===== config.mk =====
export PLATFORM = sky130hd
export DESIGN_NAME = sram9t_rw_ctrl
export DESIGN_NICKNAME = d
export VERILOG_FILES = /design/src/rtl/sram9t_rw_ctrl.sv
export SDC_FILE = /design/constraint.sdc
export NUM_CORES = 1
export LEC_CHECK = 0
export ABC_AREA = 1
export BUFFER_PORTS_ARGS = -buffer_cell sky130_fd_sc_hd__clkbuf_2
export CELL_PAD_IN_SITES_DETAIL_PLACEMENT = 0
export CELL_PAD_IN_SITES_GLOBAL_PLACEMENT = 1
export CORE_ASPECT_RATIO = 0.9
export CORE_MARGIN = 2
export CORE_UTILIZATION = 42
export CTS_BUF_LIST = sky130_fd_sc_hd__clkbuf_16
export DETAILED_ROUTE_END_ITERATION = 6
export GPL_ROUTABILITY_DRIVEN = 1
export PLACE_DENSITY_LB_ADDON = 0.1
export SYNTH_ARGS = -nofsm -noshare
export SYNTH_HDL_FRONTEND = slang
export SYNTH_SLANG_ARGS = --single-unit

===== constraint.sdc =====
create_clock -name clk_i -period 4.7 [get_ports clk_i]
set_clock_uncertainty 0.15 [all_clocks]
set_input_delay 0.705 -clock clk_i [delete_from_list [all_inputs] [get_ports clk_i]]
set_output_delay 0.705 -clock clk_i [all_outputs]
set_load 0.01 [all_outputs]

===== src/rtl/sram9t_rw_ctrl.sv =====
// Row controller for the 9T SRAM array of the low-power CAM.
// Accepts single-row read/write requests over valid/ready, sequences the
// write wordline and data lines for writes, and the precharge / read
// wordline / sample sequence for reads. Every output is registered except
// req_ready_o, which decodes the IDLE state.
module sram9t_rw_ctrl #(
    parameter int ROWS    = 16,
    parameter int COLS    = 8,
    parameter int AW      = 4,
    parameter int PRE_CYC = 2,
    parameter int WR_CYC  = 2,
    parameter int RD_CYC  = 2
) (
    input  logic            clk_i,
    input  logic            rstn_i,
    // request channel
    input  logic            req_valid_i,
    output logic            req_ready_o,
    input  logic            req_we_i,
    input  logic [AW-1:0]   req_addr_i,
    input  logic [COLS-1:0] req_wdata_i,
    // response channel
    output logic            rsp_valid_o,
    input  logic            rsp_ready_i,
    output logic [COLS-1:0] rsp_rdata_o,
    output logic            rsp_err_o,
    // array side
    output logic [ROWS-1:0] wlwr_o,
    output logic [COLS-1:0] dl_o,
    output logic [COLS-1:0] dlb_o,
    output logic [ROWS-1:0] rwl_o,
    output logic            preb_o,
    input  logic [COLS-1:0] rbl_i
);

    // One counter times every multi-cycle state; it holds (cycles - 1).
    localparam int MAX_CYC = (PRE_CYC > WR_CYC) ?
                             ((PRE_CYC > RD_CYC) ? PRE_CYC : RD_CYC) :
                             ((WR_CYC > RD_CYC) ? WR_CYC : RD_CYC);
    localparam int CW = (MAX_CYC > 1) ? $clog2(MAX_CYC) : 1;

    localparam logic [CW-1:0] PRE_LOAD = CW'(PRE_CYC - 1);
    localparam logic [CW-1:0] WR_LOAD  = CW'(WR_CYC - 1);
    localparam logic [CW-1:0] RD_LOAD  = CW'(RD_CYC - 1);
    localparam logic [AW:0]   ROWS_W   = (AW + 1)'(ROWS);
    localparam logic [ROWS-1:0] ROW0   = {{(ROWS - 1){1'b0}}, 1'b1};

    typedef enum logic [2:0] {
        S_IDLE,
        S_WRITE,
        S_PRECH,
        S_GAP,
        S_EVAL,
        S_RESP
    } state_e;

    state_e          state_q, state_d;
    logic [CW-1:0]   ctr_q, ctr_d;
    logic [AW-1:0]   addr_q, addr_d;
    logic [COLS-1:0] wdata_q, wdata_d;

    logic [ROWS-1:0] wlwr_q, wlwr_d;
    logic [ROWS-1:0] rwl_q, rwl_d;
    logic [COLS-1:0] dl_q, dl_d;
    logic [COLS-1:0] dlb_q, dlb_d;
    logic            preb_q, preb_d;
    logic            rsp_valid_q, rsp_valid_d;
    logic [COLS-1:0] rsp_rdata_q, rsp_rdata_d;
    logic            rsp_err_q, rsp_err_d;

    logic [ROWS-1:0] row_sel;

    assign req_ready_o = (state_q == S_IDLE);

    // Next-state, counter and captured-request logic.
    always_comb begin
        // NOTE: every variable gets a default first so no path leaves it
        // unassigned; an unassigned path in always_comb would infer a latch.
        state_d     = state_q;
        ctr_d       = ctr_q;
        addr_d      = addr_q;
        wdata_d     = wdata_q;
        rsp_rdata_d = rsp_rdata_q;
        rsp_err_d   = rsp_err_q;

        unique case (state_q)
            S_IDLE: begin
                if (req_valid_i) begin
                    addr_d      = req_addr_i;
                    wdata_d     = req_wdata_i;
                    rsp_rdata_d = '0;
                    if ({1'b0, req_addr_i} >= ROWS_W) begin
                        rsp_err_d = 1'b1;
                        state_d   = S_RESP;
                    end else if (req_we_i) begin
                        ctr_d   = WR_LOAD;
                        state_d = S_WRITE;
                    end else begin
                        ctr_d   = PRE_LOAD;
                        state_d = S_PRECH;
                    end
                end
            end
            S_WRITE: begin
                if (ctr_q == '0) state_d = S_RESP;
                else             ctr_d   = ctr_q - 1'b1;
            end
            S_PRECH: begin
                if (ctr_q == '0) state_d = S_GAP;
                else             ctr_d   = ctr_q - 1'b1;
            end
            S_GAP: begin
                // Break-before-make: precharge is released a full cycle
                // before the read wordline fires.
                ctr_d   = RD_LOAD;
                state_d = S_EVAL;
            end
            S_EVAL: begin
                if (ctr_q == '0) begin
                    rsp_rdata_d = rbl_i;
                    state_d     = S_RESP;
                end else begin
                    ctr_d = ctr_q - 1'b1;
                end
            end
            S_RESP: begin
                if (rsp_ready_i) begin
                    rsp_rdata_d = '0;
                    rsp_err_d   = 1'b0;
                    state_d     = S_IDLE;
                end
            end
            default: state_d = S_IDLE;
        endcase
    end

    // Registered array and response outputs, decoded from the next state so
    // they change on the same edge as the state they belong to.
    always_comb begin
        row_sel     = ROW0 << addr_d;
        wlwr_d      = (state_d == S_WRITE) ? row_sel : '0;
        dl_d        = (state_d == S_WRITE) ? wdata_d : '0;
        dlb_d       = (state_d == S_WRITE) ? ~wdata_d : '0;
        rwl_d       = (state_d == S_EVAL)  ? row_sel : '0;
        preb_d      = (state_d != S_PRECH);
        rsp_valid_d = (state_d == S_RESP);
    end

    // State, counter and captured request registers.
    always_ff @(posedge clk_i or negedge rstn_i) begin
        // NOTE: sequential state uses non-blocking assignments so every
        // register samples pre-edge values regardless of statement order.
        if (!rstn_i) begin
            state_q <= S_IDLE;
            ctr_q   <= '0;
            addr_q  <= '0;
            wdata_q <= '0;
        end else begin
            state_q <= state_d;
            ctr_q   <= ctr_d;
            addr_q  <= addr_d;
            wdata_q <= wdata_d;
        end
    end

    // Output registers; reset drops wordlines and data lines asynchronously.
    always_ff @(posedge clk_i or negedge rstn_i) begin
        if (!rstn_i) begin
            wlwr_q      <= '0;
            rwl_q       <= '0;
            dl_q        <= '0;
            dlb_q       <= '0;
            preb_q      <= 1'b1;
            rsp_valid_q <= 1'b0;
            rsp_rdata_q <= '0;
            rsp_err_q   <= 1'b0;
        end else begin
            wlwr_q      <= wlwr_d;
            rwl_q       <= rwl_d;
            dl_q        <= dl_d;
            dlb_q       <= dlb_d;
            preb_q      <= preb_d;
            rsp_valid_q <= rsp_valid_d;
            rsp_rdata_q <= rsp_rdata_d;
            rsp_err_q   <= rsp_err_d;
        end
    end

    assign wlwr_o      = wlwr_q;
    assign rwl_o       = rwl_q;
    assign dl_o        = dl_q;
    assign dlb_o       = dlb_q;
    assign preb_o      = preb_q;
    assign rsp_valid_o = rsp_valid_q;
    assign rsp_rdata_o = rsp_rdata_q;
    assign rsp_err_o   = rsp_err_q;

endmodule

After elaboration in Yosys (flattened, before gate mapping) --
Index checks and enable logic that the tools add are counted.
Word-level totals: output and inout port bits 60, bits of input ports 25, logic and storage cells 54, register bits 74
Cells by class: muxes and demuxes 21, reduce and logical (&&, ||, !) cells 7, shifts and indexed selects 1, add/subtract/negate cells 1, equality and inequality tests 12, bitwise gates (word level) 1
Operators with widths (count):
- $mux 8 | 7
- $mux 16 | 2
- $pmux 8 s3 | 1
- $shl 1x4->16 const A | 1
- $pmux 3 s5 | 1
- $eq 3x3->1 const B | 4
- $mux 3 | 4
- $mux 4 | 2
- $not 8->8 | 1
- $eq 3x1->1 const B | 2
- $eq 3x2->1 const B | 2
- $ne 2x2->1 const B | 3
- $reduce_bool 3->1 | 2
- $reduce_and 4->1 | 1
- $logic_not 3->1 | 1
- $ne 3x2->1 const B | 1
- $pmux 1 s3 | 1
- $reduce_or 3->1 | 1
- $mux 1 | 2
- $mux 2 | 1
- $reduce_and 2->1 | 1
- $reduce_or 2->1 | 1
- $sub 1x1->1 const B | 1

Depth between registers and ports, before layout --
Gate-level depths: netlist (run 1).
word-level depth 5, gate-level depth with buffers 9, depth with buffers taken out 9

Worst setup path before layout (run 1) --
No wires, ideal clock.
kind input -> register, start input req_valid_i, end register dl_q[0] (netlist: dl_o[0]), data required time 4.425 ns, cell stages on the path 9, path slack 2.835 ns, arrival 1.589 ns, setup time 0.125 ns, path buffers 2, cells stage by stage buf_2 inv_1 nand2_1 nand2_1 a21oi_4 nand2_2 nand3_4 buf_6 nor2_1
On the way: cells in the longest elaborated chain, start to end 4, elaborated cells on any way between the ends 6, those cells by class eq/ne (1); mux (5)
Ends and longest elaborated chain:
- from (decl) | line 17 | input logic req_valid_i,
- $mux 3 | line 88 | if (req_valid_i) begin
- $pmux 3 s5 | line 86 | unique case (state_q)
- named net state_d[0] | line 57 | state_e state_q, state_d;
- $eq 3x1->1 | line 142 | dl_d = (state_d == S_WRITE) ? wdata_d : '0;
- $mux 8 | line 142
- named net dl_d[0] | line 64 | logic [COLS-1:0] dl_q, dl_d;
- to (signal assigned) | line 180 | dl_q <= dl_d;
- to (decl) | line 64
The timed path passes the listed nets, and every way through them passes these cells. A chain may end at the register's enable or synchronous reset.

Final worst setup path (run 1) --
start register state_q[1], end output req_ready_o
On the way: cells in the longest elaborated chain, start to end 1
Ends and longest elaborated chain:
- from (decl) | line 57
- from (signal assigned) | line 159 | state_q <= state_d;
- $logic_not 3->1 | line 73 | assign req_ready_o = (state_q == S_IDLE);
- to (decl) | line 18 | output logic req_ready_o,
Every way passes these cells.

==> flow_results.org, run 1 <==
** Yosys
- Count of yosys warnings during synthesis :: 0
- Counting every instance in the synthesized netlist gives between 200 and 300.
- After synthesis the netlist holds a flip-flop and latch count of 74.
- Of the post-synthesis cell area, the dominant cell type holds 0.6255.
- Average instance area after synthesis :: ~11 um^2
- Yosys cell types :: 28
- Number of nets produced by synthesis :: just over 300
- Top area cells in the synthesized netlist :: dfrtp_1 63%, nor2_1 6.4%, nand2_1 5.1%, nand3_1 4.8%, nor2_4 2.7%
- Area of the mapped netlist :: 2920 um^2
- The share of the Yosys chip area taken by registers is 0.6345.
- Summed over all instances, the cell type with the most area after synthesis is dfrtp_1.

** Finish
- The finished cells cover 3667 um^2.
- The repair_antennas step left the layout with diodes totalling 0.
- Net total in the final layout :: roughly 390
- Fraction of layout cells with a size suffix above 1 :: 0.3930
- Most common cell after layout, fill and taps aside :: clkbuf_2
- In the layout the commonest cells are 82 x clkbuf_2, 73 x dfrtp_1, 50 x nor2_1, 40 x nand2_1, 28 x nand3_1.
- Final cell count without fillers :: roughly 460
- From synthesis to final layout, the design area changed by 25.58%.

** Clock network
- Clock tree synthesis inserted a total of 9 buffers.
- CTS tree :: built
- Clock latency on the worst-skew pair, taken at its later pin, is around 0.32 ns.
- Clk pin slew, worst setup/hold paths :: around 0.05 ns
- Clock tree sinks :: 74
- No sink is reached through more buffers than the 2 on the longest clock path.
- Post-CTS Hold Buffers :: 0
- The number of gates resized after CTS was 0.
- In this run the clock root is driven by a clkbuf_16.
- Total setup buffers inserted after CTS :: 0
- In this run the number of H-tree levels came out at 3.

** STA
- Slew Viols, Final :: 0
- The hold violation count in the final report is 0.
- Transition time of the tightest slew-check pin :: 0.8880 ns
- Setup repair after global routing left no endpoint under its margin.
- Achievable frequency :: between 0.4 and 0.5 GHz
- After routing, the total negative slack on setup checks comes to 0 ns.
- The worst path needs 2.181 ns of the cycle, external delays included.
- Headroom to the max-slew limit :: 0.4080
- Setup violations remaining at the end of the flow were counted as 0.
- Share of the clock period used by the worst path :: 0.4640

** Routing
- Number of vias after detailed routing :: 2072
- For this block, the routed nets add up to 5.682 mm of wire.
- Final routed DRC violation total :: 0
- In this run the remaining antenna-violating nets after routing total 0.
- The first detailed-routing pass ran for 4 iterations.
- In the routed layout, each cell is associated on average with a via count of 4.514.
- In the final routed layout, each cell accounts on average for approximately 12 um.
- The detailed router finished its first iteration with 65 violations.

** Place
- Summed over all nets, the half-perimeter wirelength after detailed placement is 3.946 mm.
- Counting tap cells, the placed design contains a total of about 440 instances.
- Post-detailed-placement cell area :: 3382 um^2
- In this run the tool buffered the top-level ports with slightly above 80 buffer cells.
- At the end of routability-driven placement, the weighted congestion stood at about 0.8.

** GRT
- Entering global routing, the biggest net connects 75 pins.
- The total overflow left after global routing is 0.
- Across every metal layer, demand over resource in global routing totals 0.1658.
- First-pass GRT wire length :: approximately 9.8 mm
- Number of antenna violations at the first check in global routing :: 0
- Via count of the first global-routing pass :: 2069

** Die
- Core region area :: between 6000 and 7000 um^2
- Number of I/O pins :: 85
- Die span in y :: roughly 83 um
- After floorplanning, the core was divided into 28 placement rows.
- The die covers about 7600 um^2.
- The initial utilization of the core area, before any placement, comes to 0.4387.
- The floorplan step set the die width to 91.90 um.

** Critical path
- The worst setup path is captured at a primary output.
- Reg-to-Reg Start :: state_q[0]$_DFF_PN0_
- Startpoint class of the critical path :: flip-flop
- Cell with the largest stage delay on the worst path :: dfrtp_1
- The critical path ends at req_ready_o.
- Endpoint arrival time on the critical path :: between 1 and 1.5 ns
- R2r endpoint :: wlwr_o[5]$_DFF_PN0_
- Data on the critical path is required at its endpoint by between 3 and 4 ns.
- Cells on worst reg2reg path :: 6
- Crit path from :: state_q[1]$_DFF_PN0_
- Traced cell by cell, the critical path runs through inv_1 > nand2_2 > nor2_4 > clkbuf_2.
- In this design, the stage delay of the slowest critical-path cell is approximately 0.45 ns.
- Crit Path Class :: flip-flop to primary output
- Of all nets on the critical path, the largest fanout is 5.
- R2R setup slack :: approximately 2.7 ns

** Status
- The run finished with clean final reports.

** Power and ir drop
- Dividing total power by cell area gives a power density of around 700 nW/um^2.
- Across the VDD grid, the largest voltage drop is around 0.35 mV.
- Leakage power summed over all cells :: 1.966 nW

** Worst hold path
- Hold/Removal Path Class :: flip-flop to flip-flop

** Flow run
- Across the run, the number of max-cap violations was 0.
## state kept, by name, indices dropped and copies added (netlist names)
signal,cells
addr_q,4
dlb_o,8
state_q,3
wlwr_o,16
rsp_valid_o,1
wdata_q,8
ctr_q,1
preb_o,1
rsp_rdata_o,8
dl_o,8
rwl_o,16
## cell families after synthesis
group                  count (synthesis)  share of synthesized area
flip-flops                            74                     0.6345
AO/OA/AOI/OAI                         17                    0.04670
buffers and inverters                 34                    0.05912
AND/OR/NAND/NOR                      151                     0.2584
other                                  1                   0.001284
## final cells by class
type                       instances  area [um^2]
fill                             630         2989
clock buffer                       9        225.2
inverter                          27        103.9
multi-input combinational        169        894.6
sequential                        74         1853
timing repair buffer              83        417.9
clock inverter                     7        60.06
tap                               90        112.6
## critical path, delay by kind of cell, from the launching register on
kind,cells,cell delay (ns)
DFF,1,0.45
and+or+nand+nor,2,0.25
buffers and inverters,2,0.30
## Yosys cell counts (all sizes together)
cell   count
o21a       1
nand2     49
nor2      60
inv       27
or2        8
dfstp      1
dfrtp     73
nand4      2
a21oi      4
conb       1
nand3     32
buf        7
o21ai     12
## worst min path at each step
stage / start / slack (ns) / end / cells after the start
after detailed placement: rsp_rdata_o[5]$_DFFE_PN0P_ / 0.32 / rsp_rdata_o[5]$_DFFE_PN0P_ / 2
final: rsp_rdata_o[6]$_DFFE_PN0P_ / 0.32 / rsp_rdata_o[6]$_DFFE_PN0P_ / 2
after global routing: rsp_rdata_o[5]$_DFFE_PN0P_ / 0.35 / rsp_rdata_o[5]$_DFFE_PN0P_ / 2
after floorplan: rstn_i / 0.26 / addr_q[0]$_DFF_PN0_ / 0
after global placement: rsp_rdata_o[6]$_DFFE_PN0P_ / 0.32 / rsp_rdata_o[6]$_DFFE_PN0P_ / 2
after CTS: rsp_rdata_o[5]$_DFFE_PN0P_ / 0.33 / rsp_rdata_o[5]$_DFFE_PN0P_ / 2
## layer usage
layer | global-route usage | up-vias | share of wire | wire length [um]
met5 | 0 | - | 0 | 0
met4 | 0.04885 | 0 | 0.017 | 97
met3 | 0.07078 | 11 | 0.065 | 367
met2 | 0.2580 | 59 | 0.46 | 2591
met1 | 0.2119 | 960 | 0.46 | 2627
li1 | - | 1042 | - | -
## through the flow
stage | hold slack [ns] | power [mW] | utilization | setup WS, ns
global route | 0.3497 | 2.756 | 0.5509 | 2.430
detailed placement | 0.3160 | 1.929 | 0.5081 | 2.473
CTS | 0.3309 | 2.586 | 0.5509 | 2.502
global placement | 0.3152 | 1.931 | 0.5081 | 2.503
finish | 0.3240 | 2.555 | 0.5509 | 2.519
floorplan | 0.2594 | 1.700 | - | 2.835
## where the power goes
| group | internal, mW | leakage (nW) | total [mW] | switching, mW |
|---|---|---|---|---|
| Sequential | 0.824 | 0.977 | 0.909 | 0.0843 |
| Combinational | 0.303 | 0.849 | 1.00 | 0.697 |
| Clock | 0.404 | 0.140 | 0.646 | 0.242 |
| Total | 1.53 | 1.97 | 2.56 | 1.02 |
No activity file was read; power rests on OpenSTA's default activity.
==> run 2: changes to the inputs <==
- ABC_AREA: 1 -> 0
- CORE_UTILIZATION: 42 -> 36
- clock period: 4.7 -> 1.8 ns (I/O delays scaled with it)
==> run 2 against run 1 <==
Critical endpoint is now wlwr_o[4]$_DFF_PN0_. Largest cell class unchanged. Via count grew 1.7%. Synthesized area is 0.43% lower. Routed wire length increased by 17%. Flip-flop and latch count stayed put. Total power rose to 3.1 times the previous value. Non-clock buffer count rose by 46. Sequential power rose to 2.6 times the previous value. Combinational power increased to 3.7 times the previous value. Critical path type is now flip-flop to flip-flop. The flow now finishes with violations (setup timing). Largest power group unchanged. First-iteration DRC count fell by 20%. Hold slack got worse by 0.32 ns.
==> flow_results.org, run 2 <==
** Routing
- The first routing iteration left 52 violations.
- Count of nets left with antenna violations after detail routing :: 0
- Total length of routed wires :: about 6.6 mm
- Final routed DRC violation total :: 0
- Number of vias after detailed routing :: around 2100
- Dividing the detail-routed via count by the number of cells gives about 4.6.
- Post-DR wirelength/cell :: roughly 14 um
- The first detailed-routing pass took 4 iterations.

** Die
- In this run the vertical extent of the chip is 89.26 um.
- The total area inside the core boundary comes to around 8000 um^2.
- The die covers 8813 um^2.
- Cell row count :: 31
- For this design the top-level I/O count stands at 85.
- The die is about 100 um wide.
- Starting Density :: 0.3657

** Yosys
- For this run, asynchronously set or reset flops after synthesis account for 1.000.
- Of the total synthesized cell area, the portion taken by AND, OR, NAND and NOR gates is 0.1618.
- In this run the cell area of the synthesized design comes to 2908 um^2.
- Most frequently used cell type in the post-synthesis netlist :: dfrtp_1
- After synthesis the netlist holds a flip-flop and latch count of 74.
- Mapped Cells :: ~230
- Average instance area after synthesis :: roughly 13 um^2
- Dominant combinational cell family by area after synthesis :: simple AND/OR/NAND/NOR gates
- Area share of the leading cell type in the synthesized netlist :: 0.6282
- Of the total synthesized cell area, the portion taken by full adders, half adders and majority gates is 0.
- The Yosys step of the flow raised 0 warnings.
- Of the synthesized area, sequential elements account for 0.6373.
- After synthesis, the cell types taking the most area are dfrtp_1 63%, mux2_2 5.0%, nor2_1 3.5%, mux2i_1 3.4%, nor2b_1 2.8%.
- Top post-synthesis cells by count :: 73 x dfrtp_1, 27 x nor2_1, 15 x nand2_1, 14 x inv_1
- Mux contribution to synthesized area :: 0.08864
- Compound-Gate Fraction of Synth Area :: 0.06540
- The synthesized design spends more area on one cell type than any other, namely dfrtp_1.
- The number of nets in the synthesized netlist is ~250.
- Yosys cell types :: 35
- Of the total synthesized cell area, the portion taken by XOR and XNOR cells is 0.003012.
- Leading register cell type out of synthesis :: dfrtp_1
- Yosys mapped a number of flops with a built-in enable equal to 0.

** GRT
- The first global-routing pass estimated approximately 10 mm of wire.
- GRT overflow :: 0
- Number of antenna violations at the first check in global routing :: 0
- Pin count of the biggest net entering global routing :: 48
- Via count of the first global-routing pass :: about 2100
- Global routing usage summed across all routing layers :: 0.1564

** Power and ir drop
- Share of total power in sequential cells :: 0.306
- Switching share of total power :: 0.3627
- Leakage power summed over all cells :: approximately 2.2 nW
- IR analysis of the VDD net gives a maximum drop of approximately 1.2 mV.
- Cell Pwr Density :: between 1500 and 2000 nW/um^2
- Summed over all nets, the switching power comes to 2.829 mW.
- The share of total power dissipated in combinational logic is 0.477.
- The share of total power dissipated in the clock network is 0.217.
- P_int :: 4.969 mW

** STA
- After layout, the worst setup slack is -0.1472 ns.
- The hold violation count in the final report was 0.
- Setup violation total in the final timing report :: 66
- Share of the clock period used by the worst path :: 1.082
- Based on the critical path, the design can be clocked at up to slightly above 0.5 GHz.
- Clock period minus worst slack :: around 1.9 ns
- Final hold analysis gives a worst-case slack of a little under 0.008 ns.
- Unrepaired setup endpoints after global routing :: true
- The final count of pins violating max slew was 0.

** Clock network
- Deepest clock path buffer count :: 2
- H-tree Lvls :: 3
- Clk pin slew, worst setup/hold paths :: 0.06 ns
- TritonCTS built the clock tree.
- Counting every sink on the clock net gives 74.
- Clock buffers created by TritonCTS :: 9
- Worst-skew pair later-pin latency :: between 0.3 and 0.4 ns
- In this run the clock root is driven by a clkbuf_16.

** Finish
- In the final layout, the share of cells above drive strength 1 is 0.5856.
- After the last flow step, the layout net total stands at around 380.
- After the flow finishes, the layout carries non-filler instances totaling roughly 460.
- The top cell types in the final layout, fill and taps aside, are 82 x clkbuf_2, 71 x dfrtp_1, 22 x buf_4, 15 x nand2_1.
- Area delta synth->final :: 54.04%
- Antenna Cells :: 0
- Most common cell after layout, fill and taps aside :: clkbuf_2

** Critical path
- In this run the worst path has a maximum fanout of 28.
- In this run the critical register-to-register path is launched from state_q[0]$_DFF_PN0_.
- CP Capture Point :: wlwr_o[4]$_DFF_PN0_
- Endpoint arrival time on the critical path :: slightly above 2 ns
- The worst setup path is launched from a flip-flop.
- In this run the critical register-to-register path is captured at wlwr_o[4]$_DFF_PN0_.
- Tracing the worst setup path back leads to its startpoint at state_q[0]$_DFF_PN0_.
- Cells on worst reg2reg path :: 6
- Required time of the critical path :: 1.90 ns
- Setup slack on the worst reg-to-reg path comes out at -0.15 ns.
- Element type at the critical path end :: flip-flop
- The critical path in this run is classified as flip-flop to flip-flop.

** Status
- The checks that failed: setup timing.
- The run finished, with violations left.

** Place
- Half-perimeter wire length of the detailed placement result :: around 4.5 mm
- Timing analysis after detailed placement gives a worst setup slack of -0.1796 ns.
- GPL Wtd Cong :: about 0.80
- Counting tap cells, the placed design contains a total of approximately 430 instances.
- The count of buffers added on input and output ports is 83.

** Worst hold path
- Hold/Removal Path Class :: input pin to flip-flop

** Flow run
- Max-cap violations :: 0
-- run 2: power by group through the flow --
stage | Combinational, mW | Sequential, mW | Clock [mW]
6_report | 3.72 | 2.39 | 1.69
5_1_grt | 4.05 | 2.45 | 1.81
4_1_cts | 3.18 | 2.36 | 1.73
3_5_place_dp | 2.89 | 2.40 | 0
3_3_place_gp | 2.86 | 2.38 | 0
2_1_floorplan | 1.75 | 2.49 | 0
-- run 2: critical path, cell delays in order, from the launching register on --
cell	delay (ns)
dfrtp_2	0.44
mux2_4	0.31
a221o_1	0.35
inv_2	0.09
o311ai_4	0.14
buf_12	0.21
nor3_1	0.18
-- run 2: worst min-delay path by stage --
stage | from | to | slack [ns] | cells past startpoint
2_1_floorplan | rstn_i | addr_q[0]$_DFF_PN0_ | -0.18 | 0
3_3_place_gp | rstn_i | rsp_rdata_o[3]$_DFFE_PN0P_ | 0.11 | 2
3_5_place_dp | rstn_i | dlb_o[7]$_DFF_PN0_ | 0.12 | 2
4_1_cts | rbl_i[7] | rsp_rdata_o[7]$_DFFE_PN0P_ | 0.0006 | 3
5_1_grt | rbl_i[3] | rsp_rdata_o[3]$_DFFE_PN0P_ | 0.01 | 3
6_report | rbl_i[5] | rsp_rdata_o[5]$_DFFE_PN0P_ | 0.008 | 3
-- run 2: logic make-up after synthesis --
logic type / count (synthesis)
muxes: 24
other: 1
and+or+nand+nor: 85
xor gates and xnor gates: 1
AOI/OAI and AO/OA: 17
DFF: 74
buffers and inverters: 25
-- run 2: what timing repair did --
action	in CTS	in global routing
hold buffers	1	0
pin swaps	1	12
cloned	0	1
hold endpoints to repair	73	0
gates resized for setup	13	51
endpoints found under the setup margin	57	68
buffers inserted	7	8
-- run 2: stage by stage --
stage / power [mW] / instance area, um^2 / util / setup TNS (ns)
after floorplan: 4.244 / 3005 / - / -2.168
after global placement: 5.236 / 3725 / 0.4685 / -5.706
after detailed placement: 5.283 / 3725 / 0.4685 / -6.240
after CTS: 7.267 / 4172 / 0.5246 / -4.170
after global routing: 8.304 / 4479 / 0.5633 / -9.631
final: 7.798 / 4479 / 0.5633 / -5.114
-- run 2: cell type report --
cell class,count,area (um^2)
clock buffers,9,225.2
clock inverters,7,58.81
fillers,651,3472
inverters,15,56.30
multi-input cells,128,1207
flip-flops and latches,74,1856
well taps,99,123.9
repair buffers,129,952.2
-- run 2: routing by layer --
metal / vias to the layer above / GRT usage / part of all wire
li1: 1009 / - / -
met2: 69 / 0.2430 / 0.47
met4: 0 / 0.04110 / 0.012
met1: 1019 / 0.2126 / 0.46
met3: 10 / 0.05395 / 0.053
met5: - / 0 / 0
==> run 3: changes to the inputs <==
- CELL_PAD_IN_SITES_DETAIL_PLACEMENT: 0 -> 1
- CELL_PAD_IN_SITES_GLOBAL_PLACEMENT: 1 -> 2
- CORE_UTILIZATION: 36 -> 30
- REMOVE_ABC_BUFFERS: not set -> 1
==> run 3 against run 2 <==
The run still ends with setup timing left. Sequential power hardly changed. Worst setup slack got worse by 0.033 ns. Utilization fell by 7.1 points. Sequential share of layout area decreased by 1.9 points. Global-route usage shrank 0.30 points. Design area up 4.7%. Combinational power grew 26%. Fmax fell by 1.7%. Critical path type unchanged.
==> flow_results.org, run 3 (synthesis gave the netlist of run 2 again) <==
** STA
- Worst hold slack after final layout :: about 0.0093 ns
- Based on the critical path, the design can be clocked at up to 0.5050 GHz.
- The hold violation count in the final report came to 0.
- Setup violations remaining at the end of the flow were counted as 59.
- Share of the clock period used by the worst path :: 1.100
- Clock period minus worst slack :: ~2 ns
- The final count of pins violating max slew is 0.
- Post-route worst setup slack :: -0.1801 ns
- Unrepaired setup endpoints after global routing :: true

** Critical path
- For the worst setup path, the data required time is about 1.9 ns.
- Crit-path max FO :: 5
- Crit Path Class :: flip-flop to flip-flop
- STA classifies the critical path endpoint as a flip-flop.
- Startpoint class of the critical path :: flip-flop
- Data arrives at the worst endpoint at roughly 2.1 ns.
- R2R setup slack :: -0.18 ns

** Status
- The run finished, with violations left.
- Violated checks :: setup timing

** Routing
- Post-DR wirelength/cell :: 15.70 um
- First-pass iteration count of the detailed router :: 4
- Total length of routed wires :: 7.786 mm
- Vias/cell :: roughly 4.5
- Number of vias after detailed routing :: about 2200
- Count of nets left with antenna violations after detail routing :: 0
- The detailed router finished its first iteration with 13 violations.
- After detailed routing, the number of remaining DRC violations is 0.

** Place
- GPL Wtd Cong :: between 0.7 and 0.8
- Half-perimeter wire length of the detailed placement result :: 5.057 mm
- Including well taps, the total number of placed cells is around 460.
- Port Buffers :: 83

** Die
- Number of I/O pins :: between 80 and 90
- The die covers approximately 10000 um^2.
- The core region is between 9000 and 10000 um^2.
- Width of the die :: 107.8 um
- Starting Density :: 0.3051
- Die span in y :: slightly below 100 um
- Cell row count :: 34

** Power and ir drop
- P_int :: ~5.5 mW
- The analysis attributes to net switching a power of 3.196 mW.
- Of the total power, the clock network draws 0.182.
- In this run the power density over the cells is 1853 nW/um^2.
- Of the total power, combinational logic draws 0.541.
- Of the total power, the share spent switching nets is 0.3679.
- The share of total power dissipated in sequential elements is 0.276.
- IR Drop Worst-Case VDD :: between 1 and 1.5 mV
- Leakage power summed over all cells :: about 2.3 nW

** GRT
- Entering global routing, the biggest net connects a little under 60 pins.
- GRT overflow :: 0
- The via count of the first global-routing pass was 2325.
- Across every metal layer, demand over resource in global routing totals 0.1534.
- The number of antenna violations at the first check in global routing was 0.
- First-pass GRT wire length :: between 10 and 15 mm

** Clock network
- H-tree Lvls :: 3
- The tree is rooted in a clkbuf_16.
- The tree built by TritonCTS fans out to 74 sinks.
- Clock buffers created by TritonCTS :: 9
- Clk pin slew, worst setup/hold paths :: 0.06 ns
- Deepest clock path buffer count :: 2
- CTS tree :: built
- Worst-skew pair later-pin latency :: 0.33 ns

** Finish
- Number of fill cells :: a little over 1000
- Net total in the final layout :: 390
- From synthesis to final layout, the design area changed by 61.23%.
- Area of the multi-input gates :: ~1300 um^2
- Most common cell after layout, fill and taps aside :: clkbuf_2
- For this run, the number of standard cells in the final layout without fillers is slightly below 500.
- The number of antenna diodes in the final layout is 0.
- Most frequent cells in the layout :: 82 x clkbuf_2, 72 x dfrtp_1, 24 x buf_4, 17 x buf_6
- Of the cells placed in the final design, the portion with a size suffix greater than 1 is 0.6243.
- Footprint of the flip-flops and latches :: 1854 um^2

** Flow run
- Max-cap violations :: 0

** Worst hold path
- The tightest min-delay check is of the input pin to flip-flop type.
==> run 3: cell types whose count changed in the layout (fill, tap and decap cells not counted), moves of 4 or more <==
cell,before,now
nor2b_4,0,5
inv_6,4,0
nor2_4,6,14
nor2_1,13,1
buf_6,13,17
nor2_2,8,12
nor2b_1,13,6
==> run 3: per-stage QoR <==
stage	area (um^2)	setup WS, ns	setup TNS, ns	total power [mW]	util
finish	4688	-0.1801	-6.306	8.686	0.4920
global route	4688	-0.2749	-11.27	9.212	0.4920
CTS	4332	-0.1604	-6.180	8.135	0.4546
detailed placement	3686	-0.1844	-7.237	5.276	0.3868
global placement	3686	-0.1669	-6.622	5.217	0.3868
floorplan	2840	-0.8608	-42.79	3.909	-
==> run 3: cell type report <==
type                            count  area share
Sequential cell                    74      0.3955
Multi-Input combinational cell    128      0.2778
Timing Repair Buffer              137      0.2250
Clock buffer                        9     0.04804
Tap cell                          126     0.03363
Inverter                           15     0.01201
Clock inverter                      7    0.008006
==> run 3: power by group through the flow <==
stage / registers, mW / logic (mW) / clock network [mW]
after detailed placement: 2.39 / 2.88 / 0
after CTS: 2.38 / 4.12 / 1.64
after global routing: 2.46 / 5.02 / 1.73
final: 2.40 / 4.70 / 1.58
after global placement: 2.38 / 2.84 / 0
after floorplan: 2.54 / 1.36 / 0
==> run 3: final timing paths <==
check                           cells past startpoint                  startpoint                          to
worst max-delay path                                7        state_q[0]$_DFF_PN0_        wlwr_o[15]$_DFF_PN0_
worst min-delay path                                3                    rbl_i[3]  rsp_rdata_o[3]$_DFFE_PN0P_
worst max register to register                      7        state_q[0]$_DFF_PN0_        wlwr_o[15]$_DFF_PN0_
worst min register to register                      2  rsp_rdata_o[0]$_DFFE_PN0P_  rsp_rdata_o[0]$_DFFE_PN0P_
max in group asynchronous                           3                      rstn_i            preb_o$_DFF_PN1_
min in group asynchronous                           2                      rstn_i        state_q[1]$_DFF_PN0_
==> run 3: layer usage <==
metal	share of wire	up-vias	routed length, um	GRT usage
li1	-	1028	-	-
met1	0.42	1126	3268	0.1960
met2	0.52	62	4011	0.2472
met3	0.053	10	411	0.04561
met4	0.012	0	94	0.05325
met5	0	-	0	0
==> run 3: worst max-delay path, cell delays in order (launching register included) <==
cell and delay [ns]:
dfrtp_1 0.40, mux2_4 0.30, a221o_1 0.37, inv_2 0.09, o311ai_4 0.15, buf_12 0.19
buf_8 0.13, nor3_2 0.11
==> run 3: what timing repair did <==
action	CTS	global route
hold buffers	2	0
pin swaps	10	16
hold endpoints to repair	18	0
gates cloned	4	0
resized for setup	45	78
setup endpoints to repair	66	69
buffers inserted	10	10
